`src/rtl/io_pad_power_seq.sv`:
```
// Power sequencer for the IO pad ring: debounces the IO supply, staggers pad driver
// group enables up and down, and tristates all drivers at once on supply loss.
// Optional FAULT-entry counter output enabled by defining IOPAD_SEQ_FAULT_CNT_EN.
module io_pad_power_seq #(
    parameter int unsigned N_GROUPS       = 4,
    parameter int unsigned DEB_CYCLES     = 16,
    parameter int unsigned STAGGER_CYCLES = 8
) (
    input  logic                ck,
    input  logic                reset,
    input  logic                iovdd_ok,
    input  logic                en_req,
    input  logic                fault_clr,
    output logic                pad_ngate,
    output logic [N_GROUPS-1:0] grp_en,
    output logic                ready,
    output logic                fault,
    output logic [2:0]          state
`ifdef IOPAD_SEQ_FAULT_CNT_EN
    ,
    output logic [7:0]          fault_cnt
`endif
);

    localparam int unsigned CNT_W = 8;
    localparam int unsigned IDX_W = $clog2(N_GROUPS) + 1;

    localparam logic [CNT_W-1:0] DEB_LAST = CNT_W'(DEB_CYCLES - 1);
    localparam logic [CNT_W-1:0] STG_LAST = CNT_W'(STAGGER_CYCLES - 1);
    localparam logic [IDX_W-1:0] IDX_LAST = IDX_W'(N_GROUPS - 1);

    typedef enum logic [2:0] {
        S_OFF      = 3'd0,
        S_DEBOUNCE = 3'd1,
        S_RAMP     = 3'd2,
        S_ON       = 3'd3,
        S_DOWN     = 3'd4,
        S_FAULT    = 3'd5
    } state_t;

    state_t cur;
    state_t nxt;

    logic                sync1;
    logic                ok_s;
    logic [CNT_W-1:0]    cnt;
    logic [CNT_W-1:0]    cnt_nxt;
    logic [IDX_W-1:0]    idx;
    logic [IDX_W-1:0]    idx_nxt;
    logic [N_GROUPS-1:0] grp_en_nxt;
    logic [N_GROUPS-1:0] grp_clr;
    logic                pad_ngate_nxt;
    logic                ready_nxt;
    logic                fault_nxt;
    logic                fault_entry;

    assign state       = cur;
    assign fault_entry = (nxt == S_FAULT) && (cur != S_FAULT);

    // iovdd_ok arrives asynchronously from the supply monitor
    always_ff @(posedge ck) begin
        if (reset) begin
            sync1 <= 1'b0;
            ok_s  <= 1'b0;
        end else begin
            sync1 <= iovdd_ok;
            ok_s  <= sync1;
        end
    end

    // State register together with the registered outputs and counters
    always_ff @(posedge ck) begin
        if (reset) begin
            cur       <= S_OFF;
            cnt       <= '0;
            idx       <= '0;
            pad_ngate <= 1'b1;
            grp_en    <= '0;
            ready     <= 1'b0;
            fault     <= 1'b0;
        end else begin
            cur       <= nxt;
            cnt       <= cnt_nxt;
            idx       <= idx_nxt;
            pad_ngate <= pad_ngate_nxt;
            grp_en    <= grp_en_nxt;
            ready     <= ready_nxt;
            fault     <= fault_nxt;
        end
    end

    // Highest enabled group removed; enables always form a contiguous run from bit 0
    always_comb begin
        logic found;
        grp_clr = grp_en;
        found   = 1'b0;
        for (int i = int'(N_GROUPS) - 1; i >= 0; i--) begin
            if (!found && grp_en[i]) begin
                grp_clr[i] = 1'b0;
                found      = 1'b1;
            end
        end
    end

    // Next-state: supply loss beats en_req drop beats counter events
    always_comb begin
        nxt     = cur;
        cnt_nxt = cnt;
        idx_nxt = idx;
        case (cur)
            S_OFF: begin
                cnt_nxt = '0;
                idx_nxt = '0;
                if (en_req && ok_s && !fault) begin
                    nxt = S_DEBOUNCE;
                end
            end
            S_DEBOUNCE: begin
                if (!ok_s || !en_req) begin
                    nxt     = S_OFF;
                    cnt_nxt = '0;
                end else if (cnt == DEB_LAST) begin
                    nxt     = S_RAMP;
                    cnt_nxt = '0;
                    idx_nxt = '0;
                end else begin
                    cnt_nxt = cnt + CNT_W'(1);
                end
            end
            S_RAMP: begin
                if (!ok_s) begin
                    nxt     = S_FAULT;
                    cnt_nxt = '0;
                    idx_nxt = '0;
                end else if (!en_req) begin
                    nxt     = S_DOWN;
                    cnt_nxt = '0;
                end else if (cnt == STG_LAST) begin
                    cnt_nxt = '0;
                    idx_nxt = idx + IDX_W'(1);
                    if (idx == IDX_LAST) begin
                        nxt = S_ON;
                    end
                end else begin
                    cnt_nxt = cnt + CNT_W'(1);
                end
            end
            S_ON: begin
                if (!ok_s) begin
                    nxt     = S_FAULT;
                    cnt_nxt = '0;
                end else if (!en_req) begin
                    nxt     = S_DOWN;
                    cnt_nxt = '0;
                end
            end
            S_DOWN: begin
                if (!ok_s) begin
                    nxt     = S_FAULT;
                    cnt_nxt = '0;
                end else if (grp_en == '0) begin
                    nxt     = S_OFF;
                    cnt_nxt = '0;
                end else if (cnt == STG_LAST) begin
                    cnt_nxt = '0;
                    if (grp_clr == '0) begin
                        nxt = S_OFF;
                    end
                end else begin
                    cnt_nxt = cnt + CNT_W'(1);
                end
            end
            S_FAULT: begin
                cnt_nxt = '0;
                idx_nxt = '0;
                if (!en_req) begin
                    nxt = S_OFF;
                end
            end
            default: begin
                nxt     = S_OFF;
                cnt_nxt = '0;
                idx_nxt = '0;
            end
        endcase
    end

    // Output next-values derived from the transition being taken
    always_comb begin
        pad_ngate_nxt = !((nxt == S_RAMP) || (nxt == S_ON) || (nxt == S_DOWN));
        ready_nxt     = (nxt == S_ON);
        fault_nxt     = fault_entry ? 1'b1 : (fault && !fault_clr);
        grp_en_nxt    = grp_en;
        if ((nxt == S_OFF) || (nxt == S_DEBOUNCE) || (nxt == S_FAULT)) begin
            grp_en_nxt = '0;
        end else if ((cur == S_RAMP) && (nxt != S_DOWN) && (cnt == STG_LAST)) begin
            grp_en_nxt = grp_en | (N_GROUPS'(1) << idx);
        end else if ((cur == S_DOWN) && (cnt == STG_LAST)) begin
            grp_en_nxt = grp_clr;
        end
    end

`ifdef IOPAD_SEQ_FAULT_CNT_EN
    // Saturating count of FAULT entries; survives fault_clr
    always_ff @(posedge ck) begin
        if (reset) begin
            fault_cnt <= 8'd0;
        end else if (fault_entry && (fault_cnt != 8'hFF)) begin
            fault_cnt <= fault_cnt + 8'd1;
        end
    end
`endif

endmodule

```
`config.mk`:
```
export PLATFORM = sky130hd
export DESIGN_NAME = io_pad_power_seq
export DESIGN_NICKNAME = d
export VERILOG_FILES = /design/src/rtl/io_pad_power_seq.sv
export SDC_FILE = /design/constraint.sdc
export NUM_CORES = 1
export LEC_CHECK = 0
export ABC_AREA = 1
export BUFFER_PORTS_ARGS = -buffer_cell sky130_fd_sc_hd__buf_2
export CORE_UTILIZATION = 50
export DETAILED_ROUTE_END_ITERATION = 12
export GPL_TIMING_DRIVEN = 0
export PLACE_DENSITY_LB_ADDON = 0.25
export RECOVER_POWER = 50
export SLEW_MARGIN = 20
export SYNTH_ARGS = -nofsm -noshare
export SYNTH_HDL_FRONTEND = slang
export SYNTH_SLANG_ARGS = --single-unit
```
`constraint.sdc`:
```
create_clock -name ck -period 1.6 [get_ports ck]
set_input_delay 0 -clock ck [delete_from_list [all_inputs] [get_ports ck]]
set_output_delay 0 -clock ck [all_outputs]
set_load 0.01 [all_outputs]
```
==> results.yml, run 1 <==
timing:
  fin_crit_ns: 1.60
  fin_skew_ns: 0.00606
  hold_viol: 0
  setup_viol: 2
  worst_slack_ns: -0.00297
  rsz0062_at_grt: "yes"
  slew_headroom_pct: 67.6
  maxSlewViolCount: 0
  fin_crit_sh_pct: 100
  fmax_mhz: 624
  tightest_slew_ns: 0.486
placement:
  place_congestion: 0.877
  dp_cells: 258
  port-buffer-count: 14
  place_hpwl_um: 2100
finish:
  fin_cells: 272
  n_fill_cell: 242
  diodes: 0
  nets: 254
  final_layout_size_suffix_gt1_share_pct: 25.6
  area_delta_synth_final_pct: 23.2
die:
  die_w_um: 54.9
  start_util_pct: 54.4
  die_h_um: 54.9
  die_area_um2: 3010
  core_area_um2: 2570
  rows: 18
  ios: 15
drt:
  wirelength_um: 3040
  drc: 0
  avgRoutedWirePerCell_um: 11.2
  vias_per_cell: 5.09
  drt_first_pass_iters: 4
  drt_iter0_drc: 39
  via_count: 1385
  ant_nets: 0
clocking:
  cts.sinks: 23
  tritoncts: "yes"
  cts_max_path_buffers: 2
  cts_root_buffer: "clkbuf_4"
  cts_htree_levels: 1
  cts_buffers: 3
  clkTransAtPathRegs_ns: 0.13
  worstSkewPairLatency_ns: 0.32
worst_setup_path:
  worstPathMaxFanout: 4
  critPathKind: "reg -> reg"
  cp.required_ns: 1.83
  start_kind: "flop"
  crit_path_end_kind: "flop"
  arrival_ns: 1.83
run:
  cap_violations: 0
logic_synthesis:
  async_reset_ff_share_pct: 0
  synth_cell_types: 27
  synth-simple-area-share_pct: 37.2
  synth_area_um2: 1400
  avgSynthCellArea_um2: 6.53
  synth_edf_count: 0
  synth.ff_latch_count: 23
  yosysWarnings: 0
  syn_nets: 225
  synthXorXnorAreaFrac_pct: 0.627
  netlist_instances: 214
  synth_ff_type: "dfxtp_1"
  synth_top_family_by_area: "simple AND/OR/NAND/NOR gates"
  ys_seq_area_share_pct: 32.9
  synth_compound_area_share_pct: 14.4
  synthAdderAreaFrac_pct: 5.37
  synth_mux_area_share_pct: 0
global_route:
  grt_max_degree: 14
  track_usage_pct: 22.3
  grt_pass1_vias: 1172
  antenna_found_initial: 0
  overflow: 0
  grt_pass1_wl_um: 4810
power_and_ir_drop:
  power.density_nw_per_um2: 522
  p_leak_nw: 0.803
  max-vdd-ir-drop_uv: 427
  p_total_mw: 0.899
worst_hold_path:
  hp-class: "in -> reg"
outcome:
  violations: "negative setup slack"
  status: "finished, violations left"
final cells by class:
| type | instances | area, um^2 | share of cell area [%] |
|---|---|---|---|
| sequential | 23 | 469 | 27.3 |
| multi-input combinational | 156 | 911 | 52.9 |
| timing repair buffer | 24 | 143 | 8.28 |
| inverter | 34 | 130 | 7.56 |
| buffer | 1 | 3.75 | 0.218 |
| clock inverter | 1 | 5.00 | 0.291 |
| clock buffer | 3 | 22.5 | 1.31 |
| tap | 30 | 37.5 | 2.18 |
power breakdown:
group	leakage, nW	switching [mW]	internal, mW
registers	0.189	0.00401	0.574
logic	0.597	0.0259	0.0172
clock network	0.0177	0.184	0.0936
total	0.803	0.214	0.685
placed cells by master (no fill, tap or decap), types with 2 or more instances in the layout:
cell,synthesis,final
a21oi_1,19,16
a21oi_2,0,3
buf_2,0,6
buf_4,0,7
clkbuf_1,1,9
clkbuf_4,0,3
dfxtp_1,23,18
dfxtp_2,0,4
dlygate4sd3_1,0,3
ha_1,6,5
inv_1,29,28
inv_2,5,5
nand2_1,45,41
nand2_2,4,5
nand2_4,0,3
nand3_1,13,12
nand3_2,2,3
nand4_1,2,2
nor2_1,38,31
nor2_2,5,7
nor2_4,0,5
nor3_1,2,2
o21ai_0,7,6
or2_2,2,2
cells in the mapped netlist (4+ instances only):
cell type | instances | share of area (%)
a21oi_1 | 19 | 6.8
dfxtp_1 | 23 | 33
ha_1 | 6 | 5.4
inv_1 | 29 | 7.8
inv_2 | 5 | 1.3
nand2_1 | 45 | 12
nand2_2 | 4 | 1.8
nand3_1 | 13 | 4.7
nor2_1 | 38 | 10
nor2_2 | 5 | 2.2
o21ai_0 | 7 | 2.5
worst paths after layout:
path         startpoint        end  slack (ns)  cells past startpoint
max              cnt[1]  grp_en[3]      -0.003                     12
min              en_req     cnt[1]        0.18                      5
max reg2reg      cnt[1]  grp_en[3]      -0.003                     12
min reg2reg       sync1       ok_s        0.41                      2
what timing repair did:
action	4_1_cts	5_1_grt
buffers inserted	4	3
gates resized for setup	14	21
endpoints found under the hold margin	4	0
endpoints found under the setup margin	16	17
hold buffers	3	0
pin swaps	4	13
worst max-delay path: stages (launching register included):
cell	delay, ns
dfxtp_4	0.39
ha_4	0.16
nand2_4	0.06
inv_4	0.07
nand2_4	0.06
nor2_4	0.12
nor2_2	0.04
nor2_1	0.11
nand2_1	0.08
nor2_1	0.13
nand2_2	0.10
a21oi_2	0.14
nor2_1	0.05
stage by stage:
| step | hold slack (ns) | setup WS (ns) | TNS (ns) | instance area (um^2) | utilization [%] |
|---|---|---|---|---|---|
| finish | 0.179 | -0.00297 | -0.00561 | 1720 | 67.1 |
| global route | 0.178 | -0.130 | -0.568 | 1720 | 67.1 |
| CTS | 0.154 | 0.0158 | 0 | 1630 | 63.6 |
| detailed placement | 0.225 | -0.194 | -1.59 | 1510 | 58.6 |
| global placement | 0.198 | -0.227 | -1.92 | 1510 | 58.6 |
| floorplan | 0.107 | 0.0455 | 0 | 1400 | - |
sequential cells by signal (all words and copies together), names as in the netlist:
signal / cells
cnt: 8
fault: 1
grp_en: 4
idx: 3
ok_s: 1
pad_ngate: 1
ready: 1
state: 3
sync1: 1
routing by layer:
layer	track usage (%)	wire [um]	vias to the layer above
met1	29.1	1470	600
met5	0	0	-
met2	35.7	1370	35
li1	-	-	741
met4	8.97	61	0
met3	4.17	125	9
logic make-up (layout without fill, tap and decap cells):
logic type      Yosys count  in the layout
compound gates           34             34
fa+ha+maj                 6              6
buf+inv                  35             63
simple gates            115            115
flops                    23             23
xor+xnor                  1              1
Power figures use the tool's default switching activity.
==> run 2, diff against run 1 <==
--- a/config.mk
+++ b/config.mk
@@ -7,8 +7,11 @@
 export LEC_CHECK = 0
 export ABC_AREA = 1
 export BUFFER_PORTS_ARGS = -buffer_cell sky130_fd_sc_hd__buf_2
-export CORE_UTILIZATION = 50
+export CELL_PAD_IN_SITES_DETAIL_PLACEMENT = 1
+export CELL_PAD_IN_SITES_GLOBAL_PLACEMENT = 2
+export CORE_UTILIZATION = 28
 export DETAILED_ROUTE_END_ITERATION = 12
+export GPL_ROUTABILITY_DRIVEN = 0
 export GPL_TIMING_DRIVEN = 0
 export PLACE_DENSITY_LB_ADDON = 0.25
 export RECOVER_POWER = 50
==> run 2 against run 1 <==
Via count rose by 2.9%; register-to-register slack hardly changed; sequential power about the same; largest cell class unchanged; combinational power increased by 9.5%; sequential cell count did not move; largest power group unchanged; setup slack got worse by 0.0060 ns; clock skew fell by 0.0023 ns; the run still ends with negative setup slack left.
==> results.yml, run 2 (synthesis gave the netlist of run 1 again) <==
finish:
  final_common_cell: "nand2_1"
  nets: 254
  reg_top3: "cnt: 8 flops, grp_en: 4 flops"
  diodes: 0
  regArea_um2: 473
  regMostFlops: "cnt"
  largest_reg_flops: 8
  mostFrequentLayoutCells: "nand2_1 (38), nor2_1 (30), inv_1 (28), dfxtp_1 (15)"
  multiInputGateArea_um2: 945
  n_fill_cell: 624
  final_layout_size_suffix_gt1_share_pct: 33.5
  area_delta_synth_final_pct: 31.0
run:
  cap_violations: 0
timing:
  fin_skew_ns: 0.00380
  fin_crit_sh_pct: 101
  hold_viol: 0
  rsz0062_at_grt: "yes"
  slew_headroom_pct: 63.7
  fmax_mhz: 622
  maxSlewViolCount: 0
  setup_viol: 1
  worst_slack_ns: -0.00895
  fin_crit_ns: 1.61
  tightest_slew_ns: 0.544
drt:
  wirelength_um: 3820
  avgRoutedWirePerCell_um: 12.4
  vias_per_cell: 4.61
  drc: 0
  via_count: 1425
  drt_first_pass_iters: 4
  drt_iter0_drc: 77
  ant_nets: 0
global_route:
  grt_max_degree: 14
  antenna_found_initial: 0
  grt_util_met3_pct: 2.07
  overflow: 0
  top_usage_layer: "met2"
  use_met2_pct: 27.0
  track_usage_pct: 15.8
  grt_use_met1_pct: 20.9
  grt_pass1_wl_um: 6490
  grt_pass1_vias: 1409
worst_setup_path:
  critPathKind: "reg -> reg"
  cp.required_ns: 1.77
  worstPathMaxFanout: 4
  start_kind: "flop"
  cpPeakStageDelay_ns: 0.37
  crit_chain: "ha_4 > nand2_2 > inv_2 > nand2_4 > nor2_4 > nor2_2 > nor2_2 > nand2_2 > nor2_2 > nand2_2 > a21oi_2 > nor2_1"
  crit_family: "simple AND/OR/NAND/NOR gates"
  crit_buf_inv: 1
  cp_slowest_cell: "dfxtp_2"
  arrival_ns: 1.78
  crit_path_end_kind: "flop"
clocking:
  cts_root_buffer: "clkbuf_8"
  tritoncts: "yes"
  cts_htree_levels: 1
  clkTransAtPathRegs_ns: 0.09
  cts_max_path_buffers: 2
  cts.sinks: 23
  worstSkewPairLatency_ns: 0.27
  cts_buffers: 3
power_and_ir_drop:
  max-vdd-ir-drop_uv: 245
  p_leak_nw: 0.812
  p_total_mw: 1.01
  power.density_nw_per_um2: 550
die:
  start_util_pct: 29.4
  ios: 15
  core_area_um2: 4750
  rows: 25
  die_w_um: 72.7
  die_area_um2: 5280
  die_h_um: 72.7
placement:
  place_hpwl_um: 2830
  port-buffer-count: 14
  place_ws_ns: -0.347
outcome:
  violations: "negative setup slack"
  status: "finished, violations left"
worst_hold_path:
  hp-class: "in -> reg"
run 2: layout make-up:
cell class	count	area share, %
Sequential cell	23	25.8
Clock buffer	3	2.26
Timing Repair Buffer	24	8.27
Buffer	1	0.205
Clock inverter	1	0.273
Inverter	34	6.97
Multi-Input combinational cell	156	51.6
Tap cell	67	4.58
run 2: metrics by stage:
step	hold slack, ns	instance area [um^2]	instances	utilization [%]	TNS (ns)
2_1_floorplan	0.107	1400	214	-	0
3_3_place_gp	0.201	1550	295	32.6	-3.12
3_5_place_dp	0.213	1550	295	32.6	-3.53
4_1_cts	0.0185	1750	308	36.9	-0.0670
5_1_grt	0.0556	1830	309	38.5	-1.14
6_report	0.0261	1830	309	38.5	-0.00895
run 2: power by group:
part	internal [mW]	total (mW)	switching (mW)
Sequential	0.574	0.579	0.00490
Clock	0.174	0.381	0.207
Combinational	0.0176	0.0472	0.0297
run 2: path summary, 6_finish.rpt:
| path | startpoint | to | slack (ns) | depth (start not counted) |
|---|---|---|---|---|
| setup / recovery | cnt[0] | grp_en[1] | -0.009 | 12 |
| hold / removal | reset | cnt[5] | 0.03 | 4 |
| setup reg to reg | cnt[0] | grp_en[1] | -0.009 | 12 |
| hold reg to reg | sync1 | ok_s | 0.41 | 2 |
run 2: per-layer routing:
metal	part of all wire (%)	up-vias
li1	-	740
met1	50	675
met2	48	8
met3	1.3	2
met4	0.73	0
met5	0	-
run 2: timing repair:
| action | 4_1_cts | 5_1_grt |
|---|---|---|
| setup buffers | 7 | 1 |
| hold buffers | 2 | 0 |
| gates resized for setup | 26 | 24 |
| pin swaps | 9 | 10 |
| setup endpoints to repair | 18 | 18 |
| hold endpoints to repair | 2 | 0 |
run 2: worst reg2reg max path, stage by stage, from the launching register on:
cell and delay [ns]:
dfxtp_2 0.37, ha_4 0.15, nand2_2 0.06, inv_2 0.09
nand2_4 0.06, nor2_4 0.11, nor2_2 0.04, nor2_2 0.12
nand2_2 0.08, nor2_2 0.09, nand2_2 0.11, a21oi_2 0.16
nor2_1 0.06
==> run 3, diff against run 2 <==
--- a/config.mk
+++ b/config.mk
@@ -7,9 +7,9 @@
 export LEC_CHECK = 0
 export ABC_AREA = 1
 export BUFFER_PORTS_ARGS = -buffer_cell sky130_fd_sc_hd__buf_2
-export CELL_PAD_IN_SITES_DETAIL_PLACEMENT = 1
-export CELL_PAD_IN_SITES_GLOBAL_PLACEMENT = 2
-export CORE_UTILIZATION = 28
+export CELL_PAD_IN_SITES_DETAIL_PLACEMENT = 0
+export CELL_PAD_IN_SITES_GLOBAL_PLACEMENT = 1
+export CORE_UTILIZATION = 37
 export DETAILED_ROUTE_END_ITERATION = 12
 export GPL_ROUTABILITY_DRIVEN = 0
 export GPL_TIMING_DRIVEN = 0
==> run 3 against run 2 <==
The flow now finishes without violations; sequential power about the same; clock skew decreased by 0.0018 ns; final cell count decreased by 5.2%; setup slack improved by 0.066 ns; design area increased by 5.9%; routed wire length decreased by 9.9%; global-route usage increased by 1.3 points; power decreased by 0.63%; critical endpoint is now fault; fmax increased by 4.3%; via count decreased by 0.77%.
==> results.yml, run 3 (synthesis gave the netlist of run 1 again) <==
worst_setup_path:
  start_kind: "flop"
  cpPeakStageDelay_ns: 0.36
  cp.required_ns: 1.80
  cp_slowest_cell: "dfxtp_2"
  crit_chain: "ha_4 > nand3_1 > nor2_4 > nand3_1 > nand2_2 > nand2_1 > nand2_2 > buf_4 > o211ai_1 > a21oi_1"
  worstPathMaxFanout: 4
  reg2regPathDepth: 10
  crit_path_end_kind: "flop"
  critPathKind: "reg -> reg"
  arrival_ns: 1.74
finish:
  fin_area_um2: 1940
  largest_reg_flops: 8
  n_fill_cell: 349
  final_common_cell: "nand2_1"
  nets: 259
  regArea_um2: 475
  mostFrequentLayoutCells: "nand2_1 (34), nor2_1 (29), inv_1 (28), dfxtp_1 (15), buf_4 (12)"
  reg_top3: "cnt: 8 flops, grp_en: 4 flops"
  final_layout_size_suffix_gt1_share_pct: 38.1
  regMostFlops: "cnt"
  fin_util_pct: 55.9
  multiInputGateArea_um2: 1040
  area_delta_synth_final_pct: 38.8
  diodes: 0
drt:
  via_count: 1414
  drc: 0
  drt_first_pass_iters: 4
  drt_iter0_drc: 37
  avgRoutedWirePerCell_um: 11.7
  wirelength_um: 3440
  vias_per_cell: 4.83
  ant_nets: 0
power_and_ir_drop:
  pwr-share-comb_pct: 5.1
  p_int_mw: 0.766
  swShare_pct: 23.5
  p_total_mw: 1.00
  max-vdd-ir-drop_uv: 331
  power.density_nw_per_um2: 516
  pwr-share-seq_pct: 57.7
  p_leak_nw: 0.870
  switchingPower_mw: 0.235
  clockPowerShare_pct: 37.2
timing:
  fin_crit_sh_pct: 96.4
  hold_viol: 0
  tightest_slew_ns: 0.523
  maxSlewViolCount: 0
  setup_viol: 0
  fin_crit_ns: 1.54
  worst_slack_ns: 0.0571
  fmax_mhz: 648
  tns_ns: 0
  rsz0062_at_grt: "yes"
  slew_headroom_pct: 65.1
  fin_skew_ns: 0.00200
die:
  start_util_pct: 40.3
  core_area_um2: 3470
  die_w_um: 63.5
  rows: 21
  die_area_um2: 4030
  ios: 15
  die_h_um: 63.5
global_route:
  grt_max_degree: 14
  overflow: 0
  track_usage_pct: 17.1
  grt_pass1_vias: 1245
  antenna_found_initial: 0
  grt_pass1_wl_um: 5500
worst_hold_path:
  hp-class: "in -> reg"
  hold_depth: 4
outcome:
  status: "finished, final reports clean"
clocking:
  cts.sinks: 23
  tritoncts: "yes"
  cts_buffers: 3
  cts_max_path_buffers: 2
  worstSkewPairLatency_ns: 0.26
  cts_root_buffer: "clkbuf_8"
  cts_htree_levels: 1
  clkTransAtPathRegs_ns: 0.09
placement:
  place_hpwl_um: 2380
  port-buffer-count: 14
  place_ws_ns: -0.236
  dpl_cell_area_um2: 1530
run:
  cap_violations: 0
-- run 3: cell count changes in the layout (fill, tap and decap cells not counted), moves of 2 or more --
| cell | before | now |
|---|---|---|
| buf_4 | 6 | 12 |
| nor2_4 | 6 | 9 |
| nor2_2 | 7 | 5 |
| nand2_4 | 2 | 6 |
| nand2_1 | 38 | 34 |
-- run 3: area by class of cell --
| class | count | share of cell area (%) |
|---|---|---|
| clock inverter | 1 | 0.258 |
| multi-input combinational | 156 | 53.6 |
| tap | 46 | 2.97 |
| clock buffer | 3 | 2.13 |
| buffer | 1 | 0.194 |
| timing repair buffer | 29 | 9.61 |
| inverter | 34 | 6.71 |
| sequential | 23 | 24.5 |
-- run 3: worst paths after layout --
path	start	end	slack [ns]
setup reg to reg	cnt[1]	fault	0.06
setup / recovery	cnt[1]	fault	0.06
hold / removal	reset	cnt[5]	0.01
hold reg to reg	sync1	ok_s	0.40
-- run 3: critical path, delay by kind of cell (launching register included) --
| kind | cells | cell delay, ns |
|---|---|---|
| AO/OA/AOI/OAI | 2 | 0.20 |
| AND/OR/NAND/NOR | 6 | 0.64 |
| flip-flops | 1 | 0.36 |
| buffers and inverters | 1 | 0.12 |
| adder cells (fa/ha/maj) | 1 | 0.16 |
-- run 3: routing by layer --
layer,vias up,share of wire [%],GRT usage [%]
met5,-,0,0
met3,4,3.7,2.90
met4,0,1.3,5.11
met2,27,46,27.8
li1,751,-,-
met1,632,49,22.8
-- run 3: through the flow --
stage	instances	hold WS [ns]
after floorplan	214	0.107
after global placement	274	0.199
after detailed placement	274	0.206
after CTS	284	0.00552
after global routing	293	0.0312
final	293	0.0105
-- run 3: timing repair --
action	4_1_cts	5_1_grt
setup endpoints to repair	17	17
hold buffers	2	0
gates cloned	0	0
pin swaps	8	15
setup buffers	4	9
endpoints found under the hold margin	2	0
resized for setup	19	52
-- run 3: power by group through the flow --
stage / registers, mW / logic [mW] / clock network (mW)
floorplan: 0.592 / 0.0207 / 0
global placement: 0.592 / 0.0355 / 0
detailed placement: 0.592 / 0.0351 / 0
finish: 0.577 / 0.0510 / 0.373
global route: 0.577 / 0.0564 / 0.405
CTS: 0.579 / 0.0406 / 0.388
